### src/rtl/riscv_priv_pkg.sv
// riscv_priv_pkg: privilege encodings, controller FSM states and dcsr.prv legalisation
package riscv_priv_pkg;
   localparam logic [1:0] PRIV_USER    = 2'd0;
   localparam logic [1:0] PRIV_SUPER   = 2'd1;
   localparam logic [1:0] PRIV_MACHINE = 2'd3;
   typedef enum logic [1:0] {RUN, HALT, DEBUG, RESUME} state_t;
   // Reserved encoding 2 keeps the old value; S collapses to U without S-mode
   function automatic logic [1:0] warl_prv(input logic [1:0] wr, input logic [1:0] old, input logic sup);
      return (wr == 2'd2) ? old : (wr == PRIV_SUPER && !sup) ? PRIV_USER : wr;
   endfunction
endpackage

### src/rtl/riscv_priv_ctrl.sv
// riscv_priv_ctrl: privilege mode tracking across traps, xRET and debug halt/resume
module riscv_priv_ctrl
   import riscv_priv_pkg::*;
#(
   parameter logic SUPPORT_SUPER = 1'b1
) (
   input  logic       clk_i,
   input  logic       rst_i,
   input  logic       trap_valid_i,
   input  logic       trap_deleg_i,
   input  logic       mret_i,
   input  logic       sret_i,
   input  logic       dbg_req_i,
   input  logic       dbg_resume_i,
   input  logic       dbg_prv_wr_i,
   input  logic [1:0] dbg_prv_i,
   output logic [1:0] priv_o,
   output logic [1:0] mpp_o,
   output logic       spp_o,
   output logic       dbg_mode_o,
   output logic       ack_o,
   output logic       illegal_o
);
   state_t     state;
   logic [1:0] dcsr_prv;
   logic [1:0] new_dcsr;
   logic [1:0] mret_priv;
   always_comb begin
      new_dcsr  = dbg_prv_wr_i ? warl_prv(dbg_prv_i, dcsr_prv, SUPPORT_SUPER) : dcsr_prv;
      mret_priv = (mpp_o == PRIV_SUPER && !SUPPORT_SUPER) ? PRIV_USER : mpp_o;
   end
   always_ff @(posedge clk_i or posedge rst_i) begin
      if (rst_i) begin
         state      <= RUN;
         priv_o     <= PRIV_MACHINE;
         mpp_o      <= PRIV_USER;
         spp_o      <= 1'b0;
         dcsr_prv   <= PRIV_MACHINE;
         dbg_mode_o <= 1'b0;
         ack_o      <= 1'b0;
         illegal_o  <= 1'b0;
      end else begin
         ack_o     <= 1'b0;
         illegal_o <= 1'b0;
         case (state)
            RUN: begin
               if (dbg_req_i) begin
                  state    <= HALT;
                  dcsr_prv <= priv_o;
                  ack_o    <= 1'b1;
               end else if (trap_valid_i) begin
                  ack_o <= 1'b1;
                  if (trap_deleg_i && SUPPORT_SUPER && priv_o != PRIV_MACHINE) begin
                     spp_o  <= priv_o[0];
                     priv_o <= PRIV_SUPER;
                  end else begin
                     mpp_o  <= priv_o;
                     priv_o <= PRIV_MACHINE;
                  end
               end else if (mret_i) begin
                  if (priv_o == PRIV_MACHINE) begin
                     priv_o <= mret_priv;
                     mpp_o  <= PRIV_USER;
                     ack_o  <= 1'b1;
                  end else
                     illegal_o <= 1'b1;
               end else if (sret_i) begin
                  if (priv_o == PRIV_USER || !SUPPORT_SUPER)
                     illegal_o <= 1'b1;
                  else begin
                     priv_o <= {1'b0, spp_o};
                     spp_o  <= 1'b0;
                     ack_o  <= 1'b1;
                  end
               end
            end
            HALT: begin
               state      <= DEBUG;
               dbg_mode_o <= 1'b1;
               priv_o     <= PRIV_MACHINE;
            end
            DEBUG: begin
               dcsr_prv <= new_dcsr;
               if (dbg_resume_i) begin
                  state      <= RESUME;
                  priv_o     <= new_dcsr;
                  dbg_mode_o <= 1'b0;
                  ack_o      <= 1'b1;
               end
            end
            RESUME: state <= RUN;
         endcase
      end
   end
endmodule

### config.mk
export PLATFORM = sky130hd
export DESIGN_NAME = riscv_priv_ctrl
export DESIGN_NICKNAME = d
export VERILOG_FILES = /design/src/rtl/riscv_priv_pkg.sv /design/src/rtl/riscv_priv_ctrl.sv
export SDC_FILE = /design/constraint.sdc
export NUM_CORES = 1
export LEC_CHECK = 0
export ABC_CLOCK_PERIOD_IN_PS = 1500
export BUFFER_PORTS_ARGS = -buffer_cell sky130_fd_sc_hd__buf_2
export CAP_MARGIN = 0
export CORE_MARGIN = 2
export CORE_UTILIZATION = 45
export CTS_BUF_LIST = sky130_fd_sc_hd__clkbuf_16
export DETAILED_ROUTE_END_ITERATION = 7
export PLACE_DENSITY = 0.84
export SETUP_SLACK_MARGIN = 0.5
export SYNTH_ARGS = -nofsm -noshare
export SYNTH_HDL_FRONTEND = slang
export SYNTH_SLANG_ARGS = --single-unit
### constraint.sdc
create_clock -name clk_i -period 1.5 [get_ports clk_i]
set_input_delay 0.15 -clock clk_i [delete_from_list [all_inputs] [get_ports clk_i]]
set_output_delay 0.15 -clock clk_i [all_outputs]
set_load 0.01 [all_outputs]
==> results by group, run 1 <==
Die
  • Die area: 0.00197 sq mm
  • # rows: 14
  • Die Wd: 44.4 um
  • Die height: 44.4 um
  • Core ar.: 0.00152 sq mm
  • I/O Pins: 19
  • Initial Utilization: 0.482

Timing
  • Max Slew Vio Count: 0
  • Tcrit/Tclk final: 0.948
  • Achievable Freq: 0.704 GHz
  • Slew headroom: 0.662
  • # setup viols final: 0
  • Worst-Margin Slew: 0.506 ns
  • Final Hold Fails: 0
  • Minimum clock period: 1.42 ns
  • Final clock skew: 0.00452 ns
  • Final WS setup: slightly below 0.08 ns
  • Sum Neg Setup Slack: 0 ns
  • RSZ-0062 raised after global routing: true

Setup path
  • Worst path cell trace: mux2i_2 > nor2_4 > o41ai_4 > mux2i_1
  • CP endpoint kind: flop
  • CP startpoint: priv_o[1]
  • CP Buf/Inv Count: 0
  • Crit-path max FO: 6
  • WS Path Type: reg -> reg
  • FF-to-FF End: priv_o[1]
  • Arrival time worst endpoint: roughly 1.6 ns
  • Worst R2R Path Depth: 4
  • Crit-path slowest cell: dfstp_2
  • Worst setup SP type: flop
  • Worst path depth: 4
  • Reg-to-reg setup timing slack: between 0.07 and 0.08 ns
  • Required time worst endpoint: roughly 1.7 ns
  • Max stage delay on crit path: roughly 0.4 ns
  • Worst r2r src: priv_o[1]
  • CP endpoint: priv_o[1]
  • Top delay family on crit path: multiplexers

Synthesis
  • Syn_nets: 92
  • Cell Area, Synth: 734 sq um
  • Synth async-reset ratio: 1.00
  • Synth warnings: 0
  • Post-synthesis sequential area ratio: 0.416
  • Synth Flop Type: dfrtp_1
  • Ranking of synthesized cells by area: dfrtp_1 (27%), dfstp_2 (14%), ha_1 (6.8%)
  • Mapped Cells: 77
  • Share of the synthesized area in the top cell type: 0.273
  • Cell accounting for the most synthesized area: dfrtp_1
  • Number of flops mapped to enable cells by yosys: 0
  • #FFs+latches synth: 12
  • Mean Syn Cell Area: about 9.5 sq um
  • Synth cell types: 32

Cells and area
  • Fin nets: 129
  • Inserted Diodes: 0
  • Post-route insts no fill: roughly 130
  • Share of cells above drive strength 1: 0.690
  • Area growth syn-to-layout: 77.7%
  • Fillers: 72
  • Util after Layout: 0.856

Detailed routing
  • DRC violations left: 0
  • Final wirelength: 2610 um
  • First-pass iteration count of the detailed router: 4
  • First DRT Iteration DRCs: 30
  • Via count: ~800
  • Drt via density: 6.19
  • Detail Route Antenna Nets: 0
  • Routed len/inst: 20.2 um

Power
  • Leakage: 0.587 nW
  • Peak VDD IR: 2.09 mV
  • Power Density: roughly 2500 mW/mm^2

Placed design
  • # port buffers: 18
  • Place WS: 0.0738 ns
  • Final HPWL DP: between 1000 and 1500 um
  • Placed Cells: 109
  • Gpl congestion: roughly 0.84

Clock tree
  • TritonCTS Sinks: 12
  • Num CTS Buffers: 3
  • Deepest clock path buffer count: 2
  • CTS tree: yes
  • CTS root buffer: clkbuf_16
  • Worst-Skew Late Latency: 0.24 ns
  • CTS H-Tree Depth: 1
  • Clock Pin Slew Worst Setup and Hold Paths: about 0.05 ns

Hold path
  • Hold WC Path Type: in -> reg
  • Hold depth: 3

GRT
  • First-pass GRT wire length: 3350 um
  • Initial antenna violation count: 0
  • Largest net degree at the start of global routing: 13
  • Total grt overflow: 0
  • Total track usage: 0.233
  • Vias in the first global route: between 700 and 800

Outcome
  • Status: finished, final reports clean

Flow run
  • MaxCap Viol Count: 0
[worst min-delay path by stage]
| stage | to | from |
|---|---|---|
| 2_1_floorplan | ack_o | rst_i |
| 3_3_place_gp | illegal_o | rst_i |
| 3_5_place_dp | ack_o | rst_i |
| 4_1_cts | illegal_o | trap_valid_i |
| 5_1_grt | ack_o | dbg_resume_i |
| 6_report | ack_o | dbg_resume_i |
[registers in the layout (all words and copies together) (netlist names)]
register and flops:
priv_o 2, dcsr_prv 2, illegal_o 1, mpp_o 2, ack_o 1, dbg_mode_o 1
spp_o 1, state 2
[worst register-to-register path: cells and delay by family, from the launching register on]
kind               cells  cell delay (ns)
AOI/OAI and AO/OA      1             0.36
DFF                    1             0.41
muxes                  2             0.50
and+or+nand+nor        1             0.07
[cell type report]
| cell class | instances | area, sq um | share of cell area |
|---|---|---|---|
| Tap cell | 16 | 20.0 | 0.0153 |
| Multi-Input combinational cell | 53 | 597 | 0.457 |
| Clock inverter | 1 | 3.75 | 0.00288 |
| Inverter | 10 | 42.5 | 0.0326 |
| Sequential cell | 12 | 307 | 0.235 |
| Timing Repair Buffer | 34 | 260 | 0.199 |
| Clock buffer | 3 | 75.1 | 0.0575 |
[metal layers]
metal  share of wire  global-route usage  up-vias  wire length, um
met4           0.017               0.103        0               44
met5               0                   0        -                0
met2            0.52               0.388       51             1360
li1                -                   -      348                -
met3           0.072              0.0327        7              189
met1            0.39               0.298      393             1020
[placed cells by master (no fill, tap or decap), types with 3 or more instances in the layout]
cell	Yosys	layout
clkbuf_16	0	3
ha_4	0	3
inv_2	2	5
mux2i_1	5	4
buf_2	1	16
a21oi_1	6	4
dfstp_2	4	4
nand2_1	5	4
nor2_4	0	3
buf_4	0	8
dfrtp_1	8	7
buf_6	0	8
inv_1	8	5
[repair_timing]
item                                    in CTS  in global routing
resized for setup                           17                 19
setup buffers                               12                  3
endpoints found under the hold margin        8                  0
endpoints found under the setup margin      14                 14
pin swaps                                    8                  7
hold buffers                                 1                  0
[logic make-up (layout without fill, tap and decap cells)]
group | count (synthesis) | count (layout) | share of synthesized area
AOI/OAI and AO/OA | 22 | 22 | 0.227
DFF | 12 | 12 | 0.416
and+or+nand+nor | 21 | 21 | 0.141
muxes | 6 | 6 | 0.0835
adders and majority gates | 4 | 4 | 0.0681
buffers and inverters | 12 | 48 | 0.0647
[where the power goes]
part           internal [mW]  switching (mW)  leakage (nW)
clock network          0.351           0.138        0.0423
logic                   1.12            1.02         0.405
registers              0.534           0.156         0.140
[cell usage after synthesis, types with 2 or more instances]
cell	number
o32a_1	2
inv_2	2
mux2i_1	5
inv_1	8
dfrtp_1	8
nand2b_1	2
dfstp_2	4
nand2_1	5
o21ai_1	2
nor2b_1	2
a21oi_1	6
nor2_1	4
ha_1	4
o32ai_1	2
o31ai_1	2
nor3_1	3
[per-stage QoR]
stage | total power [mW] | hold slack (ns) | area, sq um
2_1_floorplan | 1.64 | 0.0118 | 815
3_3_place_gp | 1.87 | 0.190 | 908
3_5_place_dp | 1.90 | 0.192 | 908
4_1_cts | 2.81 | 0.230 | 1160
5_1_grt | 3.47 | 0.248 | 1310
6_report | 3.32 | 0.228 | 1310
Power figures use the tool's default switching activity.
==> inputs of run 2 (changes only) <==
--- a/config.mk
+++ b/config.mk
@@ -12,7 +12,8 @@
 export CORE_UTILIZATION = 45
 export CTS_BUF_LIST = sky130_fd_sc_hd__clkbuf_16
 export DETAILED_ROUTE_END_ITERATION = 7
-export PLACE_DENSITY = 0.84
+export MAX_ROUTING_LAYER = met4
+export PLACE_DENSITY_LB_ADDON = 0.1
 export SETUP_SLACK_MARGIN = 0.5
 export SYNTH_ARGS = -nofsm -noshare
 export SYNTH_HDL_FRONTEND = slang
==> run 2 against run 1 <==
Effect of this change: worst setup slack improved by 0.043 ns; sequential share of layout area increased by 1.8 points; clock power increased by 2%; power decreased by 12%; cell area decreased by 7.3%; combinational power decreased by 20%; non-clock buffer count decreased by 4; largest power group unchanged.
==> results by group, run 2 (synthesis gave the netlist of run 1 again) <==
Clock tree
  • Clock Pin Slew Worst Setup and Hold Paths: 0.05 ns (about the same)
  • TritonCTS Sinks: 12 (unchanged)
  • CTS tree: yes
  • Deepest clock path buffer count: 2 (unchanged)
  • CTS root buffer: clkbuf_16
  • Worst-Skew Late Latency: 0.25 ns (about the same)
  • CTS H-Tree Depth: 1 (unchanged)
  • Num CTS Buffers: 3 (unchanged)

Die
  • Die Wd: 44.4 um (unchanged)
  • # rows: 14 (unchanged)
  • Core ar.: 0.00152 sq mm (unchanged)
  • Die height: 44.4 um (unchanged)
  • I/O Pins: 19 (unchanged)
  • Initial Utilization: 0.482 (unchanged)
  • Die area: 0.00197 sq mm (unchanged)

Timing
  • Max Slew Vio Count: 0 (unchanged)
  • Final clock skew: 0.00614 ns (+0.00162 ns)
  • # setup viols final: 0 (unchanged)
  • Slew headroom: 0.668 (+0.00599)
  • RSZ-0062 raised after global routing: true
  • Minimum clock period: 1.38 ns (-0.0433 ns)
  • Achievable Freq: 0.726 GHz (+3.1%)
  • Hold WS: 0.196 ns (-0.0323 ns)
  • Worst-Margin Slew: 0.497 ns (-0.00898 ns)
  • Tcrit/Tclk final: 0.919 (-0.0289)
  • Final Hold Fails: 0 (unchanged)
  • Sum Neg Setup Slack: 0 ns (unchanged)

Setup path
  • Required time worst endpoint: 1.62 ns (-0.04 ns)
  • WS Path Type: reg -> reg
  • Arrival time worst endpoint: 1.50 ns (-0.08 ns)
  • Worst setup SP type: flop
  • CP Buf/Inv Count: 2 (+2)
  • CP endpoint kind: flop
  • Crit-path slowest cell: dfrtp_2
  • Worst path cell trace: inv_2 > ha_4 > inv_4 > nor2_4 > nor2_2 > mux2_4
  • Crit-path max FO: 4 (-2)
  • Max stage delay on crit path: 0.44 ns (+0.03 ns)
  • Top delay family on crit path: flip-flops

Placed design
  • # port buffers: 18 (unchanged)
  • Gpl congestion: 0.857 (+2.5%)
  • Final HPWL DP: 1270 um (+5.0%)

Power
  • Leakage: 0.553 nW (-5.8%)
  • Power Density: 2410 mW/mm^2 (-5.4%)
  • Peak VDD IR: 1.57 mV (-25%)

Cells and area
  • Inserted Diodes: 0 (unchanged)
  • Share of cells above drive strength 1: 0.661 (-0.0297)
  • Area growth syn-to-layout: 64.7%
  • Commonest non-fill, non-tap cell in the layout: buf_2
  • Fillers: 101 (+40%)
  • Most frequent cells in the layout: buf_2 (17), buf_4 (9), dfrtp_1 (7)
  • Fin nets: 125 (-3.1%)
  • Util after Layout: 0.794 (-0.0624)

Detailed routing
  • Via count: 715 (-11%)
  • First-pass iteration count of the detailed router: 4 (unchanged)
  • Final wirelength: 2130 um (-18%)
  • Detail Route Antenna Nets: 0 (unchanged)
  • DRC violations left: 0 (unchanged)
  • Routed len/inst: 17.0 um (-16%)
  • First DRT Iteration DRCs: 12 (-60%)
  • Drt via density: 5.72 (-7.6%)

GRT
  • Total grt overflow: 0 (unchanged)
  • Largest net degree at the start of global routing: 13 (unchanged)
  • Vias in the first global route: 744 (-1.1%)
  • First-pass GRT wire length: 3350 um (+0.21%)
  • Total track usage: 0.253 (+0.0205)
  • Initial antenna violation count: 0 (unchanged)

Hold path
  • Hold WC Path Type: in -> reg

Flow run
  • MaxCap Viol Count: 0 (unchanged)

Outcome
  • Status: finished, final reports clean
[run 2: cell types whose count changed in the layout (fill, tap and decap cells not counted), moves of 2 or more]
cell and delta:
nand2_2 +2, nand2_1 -2, inv_4 +2, nor2_4 -2, nor2_2 +2, buf_6 -5
o32ai_1 +2, o32ai_2 -2
[run 2: power by group]
| part | total (mW) | leakage, nW | switching (mW) | internal (mW) |
|---|---|---|---|---|
| registers | 0.684 | 0.140 | 0.151 | 0.534 |
| clock network | 0.501 | 0.0423 | 0.150 | 0.352 |
| logic | 1.72 | 0.371 | 0.843 | 0.882 |
[run 2: final timing paths]
kind	start	endpoint	slack [ns]	cells past startpoint
min in group asynchronous	rst_i	illegal_o	0.47	3
max reg2reg	state[1]	state[1]	0.12	6
max	state[1]	state[1]	0.12	6
max in group asynchronous	rst_i	state[1]	0.66	3
min	dbg_resume_i	ack_o	0.20	3
min reg2reg	dbg_mode_o	dbg_mode_o	0.52	1
[run 2: area by class of cell]
type	count	area [sq um]	share of cell area
well taps	16	20.0	0.0165
repair buffers	30	196	0.162
multi-input cells	53	566	0.467
inverters	10	42.5	0.0352
clock inverters	1	3.75	0.00310
clock buffers	3	75.1	0.0620
flip-flops and latches	12	307	0.253
[run 2: metrics by stage]
stage	setup WS, ns	power [mW]	cells	cell area [sq um]
after floorplan	0.100	1.64	77	815
after detailed placement	0.0703	1.93	109	908
after global routing	0.0737	3.07	125	1210
after global placement	0.0690	1.90	109	908
final	0.122	2.91	125	1210
after CTS	0.0937	2.74	124	1140
[run 2: worst reg2reg max path, delay by kind of cell (launching register included)]
| family | cells | cell delay [ns] |
|---|---|---|
| and+or+nand+nor | 2 | 0.21 |
| buffers and inverters | 2 | 0.15 |
| adders and majority gates | 1 | 0.17 |
| muxes | 1 | 0.29 |
| DFF | 1 | 0.44 |
[run 2: metal layers]
| metal | share of wire | GRT usage | vias to the layer above |
|---|---|---|---|
| met5 | 0 | - | - |
| li1 | - | - | 341 |
| met2 | 0.56 | 0.450 | 19 |
| met1 | 0.39 | 0.263 | 352 |
| met3 | 0.035 | 0.0735 | 3 |
| met4 | 0.011 | 0.0909 | 0 |
[run 2: repair_timing]
| item | CTS | global route |
|---|---|---|
| hold endpoints to repair | 8 | 0 |
| endpoints found under the setup margin | 14 | 14 |
| pin swaps | 10 | 5 |
| setup buffers | 10 | 1 |
| resized for setup | 13 | 13 |
| cloned | 0 | 0 |
| hold buffers | 1 | 0 |
==> inputs of run 3 (changes only) <==
--- a/config.mk
+++ b/config.mk
@@ -13,7 +13,7 @@
 export CTS_BUF_LIST = sky130_fd_sc_hd__clkbuf_16
 export DETAILED_ROUTE_END_ITERATION = 7
 export MAX_ROUTING_LAYER = met4
-export PLACE_DENSITY_LB_ADDON = 0.1
+export PLACE_DENSITY = 0.72
 export SETUP_SLACK_MARGIN = 0.5
 export SYNTH_ARGS = -nofsm -noshare
 export SYNTH_HDL_FRONTEND = slang
==> run 3 against run 2 <==
Effect of this change: clock power is 1% lower; die area stayed put; first-iteration DRC count increased by 33%; flip-flop and latch count did not move; final cell count grew 4.0%; non-clock buffer count is 5 higher; worst setup slack got worse by 0.014 ns; critical path type unchanged; sequential power down 0.6%; cell area up 3.0%.
==> results by group, run 3 (synthesis gave the netlist of run 1 again) <==
Setup path
  • Top delay family on crit path: flip-flops
  • Required time worst endpoint: 1.62 ns (about the same)
  • Worst R2R Path Depth: 6 (unchanged)
  • Reg-to-reg setup timing slack: 0.11 ns (about the same)
  • Worst path depth: 6 (unchanged)
  • Worst path cell trace: inv_2 > ha_4 > inv_6 > nor2_4 > nor2_2 > mux2_4
  • Arrival time worst endpoint: 1.51 ns (about the same)
  • Max stage delay on crit path: 0.43 ns (about the same)
  • CP Buf/Inv Count: 2 (unchanged)
  • Worst r2r src: state[1]
  • Crit-path max FO: 5 (+1)
  • Worst setup SP type: flop
  • CP endpoint kind: flop
  • Crit-path slowest cell: dfrtp_2
  • WS Path Type: reg -> reg
  • FF-to-FF End: state[1]
  • CP startpoint: state[1]

Timing
  • Achievable Freq: 0.718 GHz (-1.0%)
  • RSZ-0062 raised after global routing: true
  • Tcrit/Tclk final: 0.928 (+0.00950)
  • Final clock skew: 0.00578 ns (-0.000358 ns)
  • Max Slew Vio Count: 0 (unchanged)
  • Final Hold Fails: 0 (unchanged)
  • Minimum clock period: 1.39 ns (+0.0142 ns)
  • # setup viols final: 0 (unchanged)
  • Slew headroom: 0.676 (+0.00784)
  • Final WS setup: 0.108 ns (-0.0142 ns)
  • Sum Neg Setup Slack: 0 ns (unchanged)
  • Worst-Margin Slew: 0.485 ns (-0.0118 ns)

Detailed routing
  • Via count: 735 (+2.8%)
  • First DRT Iteration DRCs: 16 (+4)
  • Met1 WL: 858 um (+3.7%)
  • Final wirelength: 2090 um (-2.0%)
  • Routed length on met2: 1120 um (-7.1%)
  • DRC violations left: 0 (unchanged)
  • First-pass iteration count of the detailed router: 4 (unchanged)
  • Met3 wire length: 100 um (+35%)
  • Drt via density: 5.65 (-1.2%)
  • Top Layer Used: met4
  • Detail Route Antenna Nets: 0 (unchanged)
  • Routed len/inst: 16.1 um (-5.7%)

GRT
  • First-pass GRT wire length: 3350 um (-0.21%)
  • Vias in the first global route: 734 (-1.3%)
  • Total grt overflow: 0 (unchanged)
  • Total track usage: 0.244 (-0.00901)
  • Largest net degree at the start of global routing: 13 (unchanged)
  • Initial antenna violation count: 0 (unchanged)

Hold path
  • Hold Path Origin: dbg_resume_i
  • Hold WC Path Type: in -> reg
  • Hold depth: 3 (unchanged)
  • WHS Endpoint: ack_o

Die
  • Die area: 0.00197 sq mm (unchanged)
  • I/O Pins: 19 (unchanged)
  • Initial Utilization: 0.482 (unchanged)
  • # rows: 14 (unchanged)
  • Die height: 44.4 um (unchanged)
  • Core ar.: 0.00152 sq mm (unchanged)
  • Die Wd: 44.4 um (unchanged)

Outcome
  • Status: finished, final reports clean

Placed design
  • Place WS: 0.0795 ns (+0.00912 ns)
  • Gpl congestion: 0.835 (-2.6%)
  • Final HPWL DP: 1230 um (-3.3%)
  • # port buffers: 18 (unchanged)

Clock tree
  • CTS root buffer: clkbuf_16
  • TritonCTS Sinks: 12 (unchanged)
  • CTS H-Tree Depth: 1 (unchanged)
  • Deepest clock path buffer count: 2 (unchanged)
  • Num CTS Buffers: 3 (unchanged)
  • CTS tree: yes
  • Clock Pin Slew Worst Setup and Hold Paths: 0.05 ns (about the same)
  • Worst-Skew Late Latency: 0.24 ns (about the same)

Cells and area
  • Area growth syn-to-layout: 69.7%
  • Most frequent cells in the layout: buf_2 (16), buf_4 (13), dfrtp_1 (7)
  • Fillers: 91 (-9.9%)
  • Share of cells above drive strength 1: 0.640 (-0.0202)
  • Inserted Diodes: 0 (unchanged)
  • Fin nets: 130 (+4.0%)
  • Commonest non-fill, non-tap cell in the layout: buf_2

Flow run
  • MaxCap Viol Count: 0 (unchanged)

Power
  • Peak VDD IR: 1.77 mV (+13%)
  • Power Density: 2430 mW/mm^2 (+1.0%)
  • Leakage: 0.570 nW (+3.2%)
-- run 3: cell count changes in the layout (fill, tap and decap cells not counted), moves of 2 or more --
cell / change
inv_2: +2
ha_4: +2
inv_1: -2
ha_2: -2
buf_4: +4
buf_6: +2
nand2_2: -2
nand2_1: +2
inv_4: -2
-- run 3: worst register-to-register path: cells and delay by family, from the launching register on --
kind | cells | cell delay [ns]
fa+ha+maj | 1 | 0.20
buf+inv | 2 | 0.15
flops | 1 | 0.43
mux | 1 | 0.29
simple gates | 2 | 0.21
-- run 3: layout make-up --
class                           count  area, sq um  area share
Multi-Input combinational cell     53          554       0.445
Sequential cell                    12          307       0.246
Timing Repair Buffer               35          244       0.196
Clock buffer                        3         75.1      0.0602
Inverter                           10         42.5      0.0341
Tap cell                           16         20.0      0.0161
Clock inverter                      1         3.75     0.00301
-- run 3: timing repair --
item                                    4_1_cts  5_1_grt
hold endpoints to repair                      8        0
endpoints found under the setup margin       14       14
gates resized for setup                      18        8
hold buffers                                  1        0
pin swaps                                    10        6
setup buffers                                15        1
-- run 3: worst max-delay path by stage --
stage          slack [ns]        end
5_1_grt              0.07   state[1]
4_1_cts              0.12  priv_o[1]
3_5_place_dp         0.08   state[1]
6_report             0.11   state[1]
2_1_floorplan        0.10  priv_o[0]
3_3_place_gp         0.08   state[1]
-- run 3: layer usage --
| metal | GRT usage | vias up |
|---|---|---|
| li1 | - | 348 |
| met1 | 0.267 | 357 |
| met4 | 0.0727 | 0 |
| met5 | - | - |
| met3 | 0.0735 | 2 |
| met2 | 0.424 | 28 |
-- run 3: per-stage QoR --
stage | std cells | hold slack [ns] | util | power (mW) | cell area (sq um)
after floorplan | 77 | 0.0118 | - | 1.64 | 815
after global placement | 109 | 0.183 | 0.596 | 1.89 | 908
after detailed placement | 109 | 0.188 | 0.596 | 1.91 | 908
after CTS | 129 | 0.221 | 0.783 | 2.87 | 1190
after global routing | 130 | 0.255 | 0.818 | 3.20 | 1250
final | 130 | 0.214 | 0.818 | 3.03 | 1250
-- run 3: power by group --
part / switching [mW] / total, mW / internal (mW)
combinational: 0.863 / 1.85 / 0.991
clock: 0.142 / 0.494 / 0.351
sequential: 0.146 / 0.680 / 0.533
